$ cat config.mk
export PLATFORM = sky130hd
export DESIGN_NAME = wb_arbiter_rr
export DESIGN_NICKNAME = d
export VERILOG_FILES = /design/src/rtl/wb_arbiter_rr.sv
export SDC_FILE = /design/constraint.sdc
export NUM_CORES = 1
export LEC_CHECK = 0
export CAP_MARGIN = 20
export CORE_AREA = 2 2 94 96
export CTS_BUF_LIST = sky130_fd_sc_hd__clkbuf_16
export DETAILED_ROUTE_END_ITERATION = 6
export DIE_AREA = 0 0 96 98
export GPL_ROUTABILITY_DRIVEN = 0
export PLACE_DENSITY = 0.71
export SLEW_MARGIN = 30
export SYNTH_ARGS = -nofsm -noshare
export SYNTH_HDL_FRONTEND = slang
export SYNTH_SLANG_ARGS = --single-unit
export TNS_END_PERCENT = 10
$ cat constraint.sdc
create_clock -name wb_clk_i -period 1.5 [get_ports wb_clk_i]
set_clock_uncertainty 0.05 [all_clocks]
set_input_delay 0.15 -clock wb_clk_i [delete_from_list [all_inputs] [get_ports wb_clk_i]]
set_output_delay 0.15 -clock wb_clk_i [all_outputs]
set_load 0.05 [all_outputs]
$ cat src/rtl/wb_arbiter_rr.sv
// Round-robin arbiter sharing one Wishbone B4 pipelined slave bus between N masters.
// Optional watchdog release is built when WB_ARBITER_RR_TIMEOUT_EN is defined.
module wb_arbiter_rr #(
    parameter int N       = 2,
    parameter int TIMEOUT = 255
) (
    input  logic            wb_clk_i,
    input  logic            wb_rst_ni,
    input  logic [N-1:0]    m_cyc_i,
    input  logic [N-1:0]    m_stb_i,
    input  logic [N-1:0]    m_we_i,
    input  logic [4*N-1:0]  m_sel_i,
    input  logic [16*N-1:0] m_adr_i,
    input  logic [32*N-1:0] m_dat_i,
    output logic [31:0]     m_dat_o,
    output logic [N-1:0]    m_stall_o,
    output logic [N-1:0]    m_ack_o,
    output logic            wb_cyc_o,
    output logic            wb_stb_o,
    output logic            wb_we_o,
    output logic [3:0]      wb_sel_o,
    output logic [15:0]     wb_adr_o,
    output logic [31:0]     wb_dat_o,
    input  logic [31:0]     wb_dat_i,
    input  logic            wb_stall_i,
    input  logic            wb_ack_i,
`ifdef WB_ARBITER_RR_TIMEOUT_EN
    output logic            timeout_o,
`endif
    output logic [N-1:0]    grant_o
);

    localparam int GW = (N > 1) ? $clog2(N) : 1;

    // Handshake: a master owns the bus from the grant until it drops cyc; only the
    // owner sees wb_stall_i/wb_ack_i, every other master sees stall=1, ack=0.
    typedef enum logic {IDLE, BUSY} state_t;

    state_t          state_q, state_d;
    logic [GW-1:0]   g_q, g_d;
    logic [GW-1:0]   last_q, last_d;
    logic [GW-1:0]   sel_idx;
    logic [GW-1:0]   cand_idx;
    logic            busy;
    logic            found;
    logic            timeout_hit;
    int              cand;

    assign busy = (state_q == BUSY);

    always_ff @(posedge wb_clk_i or negedge wb_rst_ni) begin
        if (!wb_rst_ni) begin
            state_q <= IDLE;
            g_q     <= '0;
            last_q  <= GW'(N - 1);
        end else begin
            state_q <= state_d;
            g_q     <= g_d;
            last_q  <= last_d;
        end
    end

    // Rotating search starts just after the last served master, so the one
    // releasing the bus is considered last.
    always_comb begin
        state_d  = state_q;
        g_d      = g_q;
        last_d   = last_q;
        found    = 1'b0;
        cand     = 0;
        cand_idx = '0;
        case (state_q)
            IDLE: begin
                for (int i = 1; i <= N; i++) begin
                    cand = int'(last_q) + i;
                    if (cand >= N) cand = cand - N;
                    cand_idx = GW'(cand);
                    if (!found && m_cyc_i[cand_idx]) begin
                        found   = 1'b1;
                        g_d     = cand_idx;
                        last_d  = cand_idx;
                        state_d = BUSY;
                    end
                end
            end
            BUSY: begin
                if (!m_cyc_i[g_q] || timeout_hit) state_d = IDLE;
            end
            default: state_d = IDLE;
        endcase
    end

    assign sel_idx = busy ? g_q : '0;

    always_comb begin
        wb_cyc_o  = busy & m_cyc_i[g_q];
        wb_stb_o  = busy & m_cyc_i[g_q] & m_stb_i[g_q];
        wb_we_o   = m_we_i[sel_idx];
        wb_sel_o  = m_sel_i[4*int'(sel_idx) +: 4];
        wb_adr_o  = m_adr_i[16*int'(sel_idx) +: 16];
        wb_dat_o  = m_dat_i[32*int'(sel_idx) +: 32];
        m_stall_o = '1;
        m_ack_o   = '0;
        grant_o   = '0;
        if (busy) begin
            m_stall_o[g_q] = wb_stall_i;
            m_ack_o[g_q]   = wb_ack_i | timeout_hit;
            grant_o[g_q]   = 1'b1;
        end
        m_dat_o = timeout_hit ? 32'hFFFF_FFFF : wb_dat_i;
    end

`ifdef WB_ARBITER_RR_TIMEOUT_EN
    localparam int CW = (TIMEOUT > 0) ? $clog2(TIMEOUT + 1) : 1;

    logic [CW-1:0] wd_q;
    logic          to_q;

    // Fires on the TIMEOUT-th consecutive ack-less clock of an active cycle.
    assign timeout_hit = busy && wb_cyc_o && !wb_ack_i && (wd_q == CW'(TIMEOUT - 1));
    assign timeout_o   = to_q;

    always_ff @(posedge wb_clk_i or negedge wb_rst_ni) begin
        if (!wb_rst_ni) begin
            wd_q <= '0;
            to_q <= 1'b0;
        end else begin
            if (!busy || wb_ack_i || timeout_hit) wd_q <= '0;
            else if (wb_cyc_o)                    wd_q <= wd_q + 1'b1;
            if (timeout_hit) to_q <= 1'b1;
        end
    end
`else
    assign timeout_hit = 1'b0;
`endif

endmodule

## Word-level counts from Yosys, hierarchy flattened

Cells that the tools add are included.

- Register bits: 3
- Input port bits: 146
- Output and inout bits: 93
- Logic and storage cells: 55

- Add/sub/neg operators: 4
- Magnitude comparators: 7
- Shift operators: 3
- Muxes and demuxes: 27
- Bitwise operators: 6
- Reductions and logical operators: 5

Operator list:

| cell | number |
|---|---|
| $shiftx A64 B7 Y32 | 1 |
| $shiftx A32 B6 Y16 | 1 |
| $mux W1 | 22 |
| $lt A1 B2 Y1 const B | 4 |
| $shiftx A8 B4 Y4 | 1 |
| $mux W2 | 3 |
| $add A1 B2 Y3 const B | 1 |
| $ge A3 B2 Y1 const B | 1 |
| $add A1 B1 Y2 const B | 1 |
| $and A1 B1 Y1 | 2 |
| $and A2 B2 Y2 | 1 |
| $ge A2 B2 Y1 const B | 1 |
| $logic_and A1 B1 Y1 | 2 |
| $not A2 Y2 | 1 |
| $or A2 B2 Y2 | 1 |
| $pmux W1 S2 | 1 |
| $reduce_and A2 Y1 | 1 |
| $reduce_bool A2 Y1 | 1 |
| $sub A1 B1 Y1 const B | 2 |
| $demux W1 S1 | 1 |
| $ge A1 B1 Y1 const B | 1 |
| $logic_not A1 Y1 | 1 |
| $not A1 Y1 | 1 |

## Longest topological paths before layout

Gate-level depths: netlist of run 1.

- Depth in word-level cells: 12
- Gate-level depth with buffers: 4
- Mapped depth without buffers: 2

## Worst setup path before layout of run 1

No wires, ideal clock.

- Path kind: flip-flop to output port
- From: register g_q
- To: output port m_ack_o[0]
- Data arrival time: 1.808 ns
- Required time: 1.300 ns
- Slack: -0.508 ns
- Cell stages (with the launch flop): 4
- Buffers on the path: 1
- Cells stage by stage: dfrtp_1 -> clkbuf_2 -> nor2b_1 -> and2_1

- Longest elaborated chain between the ends: 6
- Elaborated cells between the ends (all ways): 7
- Those cells by class: order compare: 2; mux: 3; bitwise: 1; reduce/logical: 1

Ends and longest elaborated chain:

| what | line | text |
|---|---|---|
| start, declared | 40 | `logic [GW-1:0] g_q, g_d;` |
| start signal, assigned | 58 | `g_q <= g_d;` |
| $lt A1 B2 Y1 (not written as such) or $ge A1 B1 Y1 (tied branches) | 107 | `m_ack_o[g_q] = wb_ack_i \| timeout_hit;` |
| $logic_and A1 B1 Y1 (not written as such) | 107 |  |
| $mux W1 (not written as such) | 107 |  |
| $demux W1 S1 * | 107 |  |
| $and A2 B2 Y2 (no line) * | n/a |  |
| $mux W2 * | 105 | `if (busy) begin` |
| end, declared | 17 | `output logic [N-1:0] m_ack_o,` |

Mark *: on every way between the ends. The rest lies on a longest branch, timed or not.

## Worst setup path after layout of run 1

- From: register g_q
- To: output port wb_dat_o[9]

- Longest elaborated chain between the ends: 2

Ends and longest elaborated chain:

| what | line | text |
|---|---|---|
| $mux W1 | 93 | `assign sel_idx = busy ? g_q : '0;` |
| $shiftx A64 B7 Y32 | 101 | `wb_dat_o = m_dat_i[32*int'(sel_idx) +: 32];` |
| end, declared | 23 | `output logic [31:0] wb_dat_o,` |

No other way between the ends.

==> results of run 1 <==
-- metal layers --
layer / up-vias / routed length, microns / global-route usage
met5: - / 0 / 0
met4: 0 / 89 / 0.0286
met3: 6 / 851 / 0.0494
met2: 104 / 3300 / 0.226
met1: 639 / 1920 / 0.112
li1: 656 / - / -
-- metrics by stage --
step / cell area (sq um) / TNS (ps) / setup slack, ps
5_1_grt: 3600 / -9280 / -201
2_1_floorplan: 1290 / -236 / -138
6_report: 3600 / -6790 / -152
4_1_cts: 3590 / -7520 / -167
3_3_place_gp: 3470 / 0 / 65.2
3_5_place_dp: 3470 / 0 / 33.2
-- final cells by class --
type / count / share of cell area
tap: 108 / 0.0375
multi-input combinational: 71 / 0.258
inverter: 2 / 0.00209
timing repair buffer: 179 / 0.660
clock buffer: 3 / 0.0209
sequential: 3 / 0.0212
clock inverter: 1 / 0.00104
-- layout by cell type, fill, tap and decap left out --
| cell type | n |
|---|---|
| and3_1 | 1 |
| clkdlybuf4s50_1 | 113 |
| nand2b_1 | 2 |
| nand2_4 | 1 |
| mux2_4 | 53 |
| clkbuf_16 | 3 |
| and2_4 | 1 |
| nor2_1 | 2 |
| inv_1 | 3 |
| nand2_1 | 1 |
| a21oi_1 | 1 |
| nor2b_4 | 1 |
| mux2i_1 | 1 |
| nand3b_1 | 1 |
| nor3b_1 | 1 |
| nand3_1 | 1 |
| dfstp_2 | 1 |
| or2_2 | 1 |
| a21o_1 | 1 |
| buf_4 | 2 |
| a32o_1 | 1 |
| a21oi_2 | 1 |
| dfrtp_1 | 2 |
| buf_12 | 58 |
| buf_6 | 6 |
-- final timing paths --
check                                   from  depth (start not counted)  slack (ps)     endpoint
worst min register to register        last_q                          1         470       last_q
worst min-delay path               wb_rst_ni                          1          70          g_q
max in group asynchronous          wb_rst_ni                          1        1110       last_q
worst max register to register          busy                          3         400          g_q
min in group wb_clk_i           wb_dat_i[15]                          0         250  m_dat_o[15]
worst max-delay path                     g_q                          4        -150  wb_dat_o[9]
-- sequential cells by signal, indices dropped and copies added, names as in the netlist --
register,flops
busy,1
last_q,1
g_q,1
-- power by group --
| group | internal [mW] | switching, mW |
|---|---|---|
| Sequential | 0.123 | 0.0278 |
| Combinational | 2.41 | 2.24 |
| Clock | 0.344 | 0.0721 |
-- critical path: stages (launching register included) --
cell     delay [ps]
dfrtp_1         390
nand2_4         130
buf_12          210
mux2_4          330
buf_12          150
-- what timing repair did --
action / CTS / global route
hold buffers: 0 / 0
endpoints found under the setup margin: 58 / 57
pin swaps: 1 / 0
gates resized for setup: 10 / 3
-- logic make-up (layout without fill, tap and decap cells) --
logic type             count (synthesis)  in the layout
muxes                                 54             54
DFF                                    3              3
AOI/OAI and AO/OA                      4              4
and+or+nand+nor                       13             13
buffers and inverters                 40            185
==> load_flow_metrics.sql, run 1 <==
INSERT INTO impl_metrics (metric_group, metric, value, unit) VALUES
('logic_synthesis', 'syn-instance-count', '114', ''),
('hold_path', 'hp_class', 'in -> async', ''),
('cells_and_area', 'postLayoutCoreUtil', '0.425', ''),
('timing', 'min_period', '1650', 'ps'),
('routing', 'dr.pass1.iters', '4', ''),
('timing', 'slew_headroom', '0.865', ''),
('die', 'floorplan.initialDensity', '0.151', ''),
('clocking', 'clockBufferDepth', '2', ''),
('run', 'drv.max_cap_violation_count', '0', ''),
('logic_synthesis', 'xor_xnor_share_of_the_synthesized_area', '0', ''),
('timing', 'fin_hold_ws', '65.9', 'ps'),
('run_status', 'violations_in_the_final_reports', 'negative setup slack', ''),
('logic_synthesis', 'synthSimpleGateAreaFrac', '0.0626', ''),
('setup_path', 'worst_ep_arrival_time', '1450', 'ps'),
('global_route', 'grt_usage', '0.118', ''),
('logic_synthesis', 'synthDistinctLibCells', '23', ''),
('logic_synthesis', 'synth_enable_flop_cells', '0', ''),
('global_route', 'grt_first_pass_wirelength', '8.47', 'mm'),
('place', 'numPlacedInstances', '363', ''),
('run_status', 'result_of_the_run', 'finished with violations', ''),
('clocking', 'clk_latency', '220', 'ps'),
('timing', 'worst_pin_slew', '196', 'ps'),
('global_route', 'antenna_found_initial', '0', ''),
('global_route', 'pin_count_of_the_biggest_net_entering_global_routing', '22', ''),
('setup_path', 'critPathCaptureType', 'output port', ''),
('timing', 'final.setup.worst_slack', '-152', 'ps'),
('routing', 'drc', '0', ''),
('logic_synthesis', 'netlist_top_cells_area', 'mux2_4, buf_4, buf_6', ''),
('setup_path', 'critPathMaxFanout', '21', ''),
('routing', 'drt_wl_total', '6.16', 'mm'),
('clocking', 'cts_root_buffer', 'clkbuf_16', ''),
('cells_and_area', 'drive_above_1_share', '0.494', ''),
('logic_synthesis', 'synth_most_common_cell', 'mux2_4', ''),
('routing', 'routed-via-count', '1405', ''),
('pwr', 'post-layout-total-power', '5.21', 'mW'),
('place', 'placement.io_buffers', '174', ''),
('die', 'die-width', '96', 'microns'),
('timing', 'final-max-slew-violation-count', '0', ''),
('timing', 'final_min_period_over_clock_period', '1.10', ''),
('clocking', 'numClockSinks', '3', ''),
('logic_synthesis', 'synth_top_cell_by_area', 'mux2_4', ''),
('global_route', 'global_route.overflow_total', '0', ''),
('timing', 'timing.final.setup_violations', '55', ''),
('routing', 'drt_first_iter_violations', '11', ''),
('pwr', 'cellPowerDensity', '1450', 'nW/um^2'),
('logic_synthesis', 'netlist_top_cells_count', 'mux2_4, buf_4, buf_6, mux2_2', ''),
('clocking', 'htree_levels', '1', ''),
('clocking', 'numCtsBuffers', '3', ''),
('die', 'die_area', '9410', 'sq um'),
('clocking', 'cts.repair_timing.setup_buffer_count', '0', ''),
('timing', 'setup_repair_after_global_routing_missed_its_margin', 'true', ''),
('cells_and_area', 'net_count_of_the_finished_layout', '406', ''),
('logic_synthesis', 'synth_mux_area_frac', '0.615', ''),
('logic_synthesis', 'seq_area_frac_synth', '0.0596', ''),
('cells_and_area', 'area_growth_syn_to_layout', '181', '%'),
('logic_synthesis', 'synth_adder_area_share', '0', ''),
('setup_path', 'setup.worst_path.start_class', 'flop', ''),
('routing', 'drtAntennaViolNets', '0', ''),
('logic_synthesis', 'register_bit_count_reported_by_yosys', '3', ''),
('die', 'placementRows', '34', ''),
('timing', 'fmax', '605', 'MHz'),
('cells_and_area', 'diodes', '0', ''),
('setup_path', 'worstSetupPathType', 'reg -> out', ''),
('logic_synthesis', 'syn_nets', '260', ''),
('cells_and_area', 'final_cell_count_no_fill', '367', ''),
('routing', 'avgViaCountPerCell', '3.83', ''),
('cells_and_area', 'fill_cells', '775', ''),
('pwr', 'peak_vdd_ir', '0.703', 'mV'),
('clocking', 'cts_tree', 'yes', ''),
('logic_synthesis', 'yosysWarnings', '0', ''),
('logic_synthesis', 'syn_area', '1280', 'sq um');
No activity file was read; power rests on OpenSTA's default activity.
==> inputs of run 2 (changes only) <==
Settings changed: ABC_CLOCK_PERIOD_IN_PS from default to 1500, SLEW_MARGIN 30 to 10.
==> results of run 2 <==
The final DEF is identical to that of run 1; final timing and power are the same.
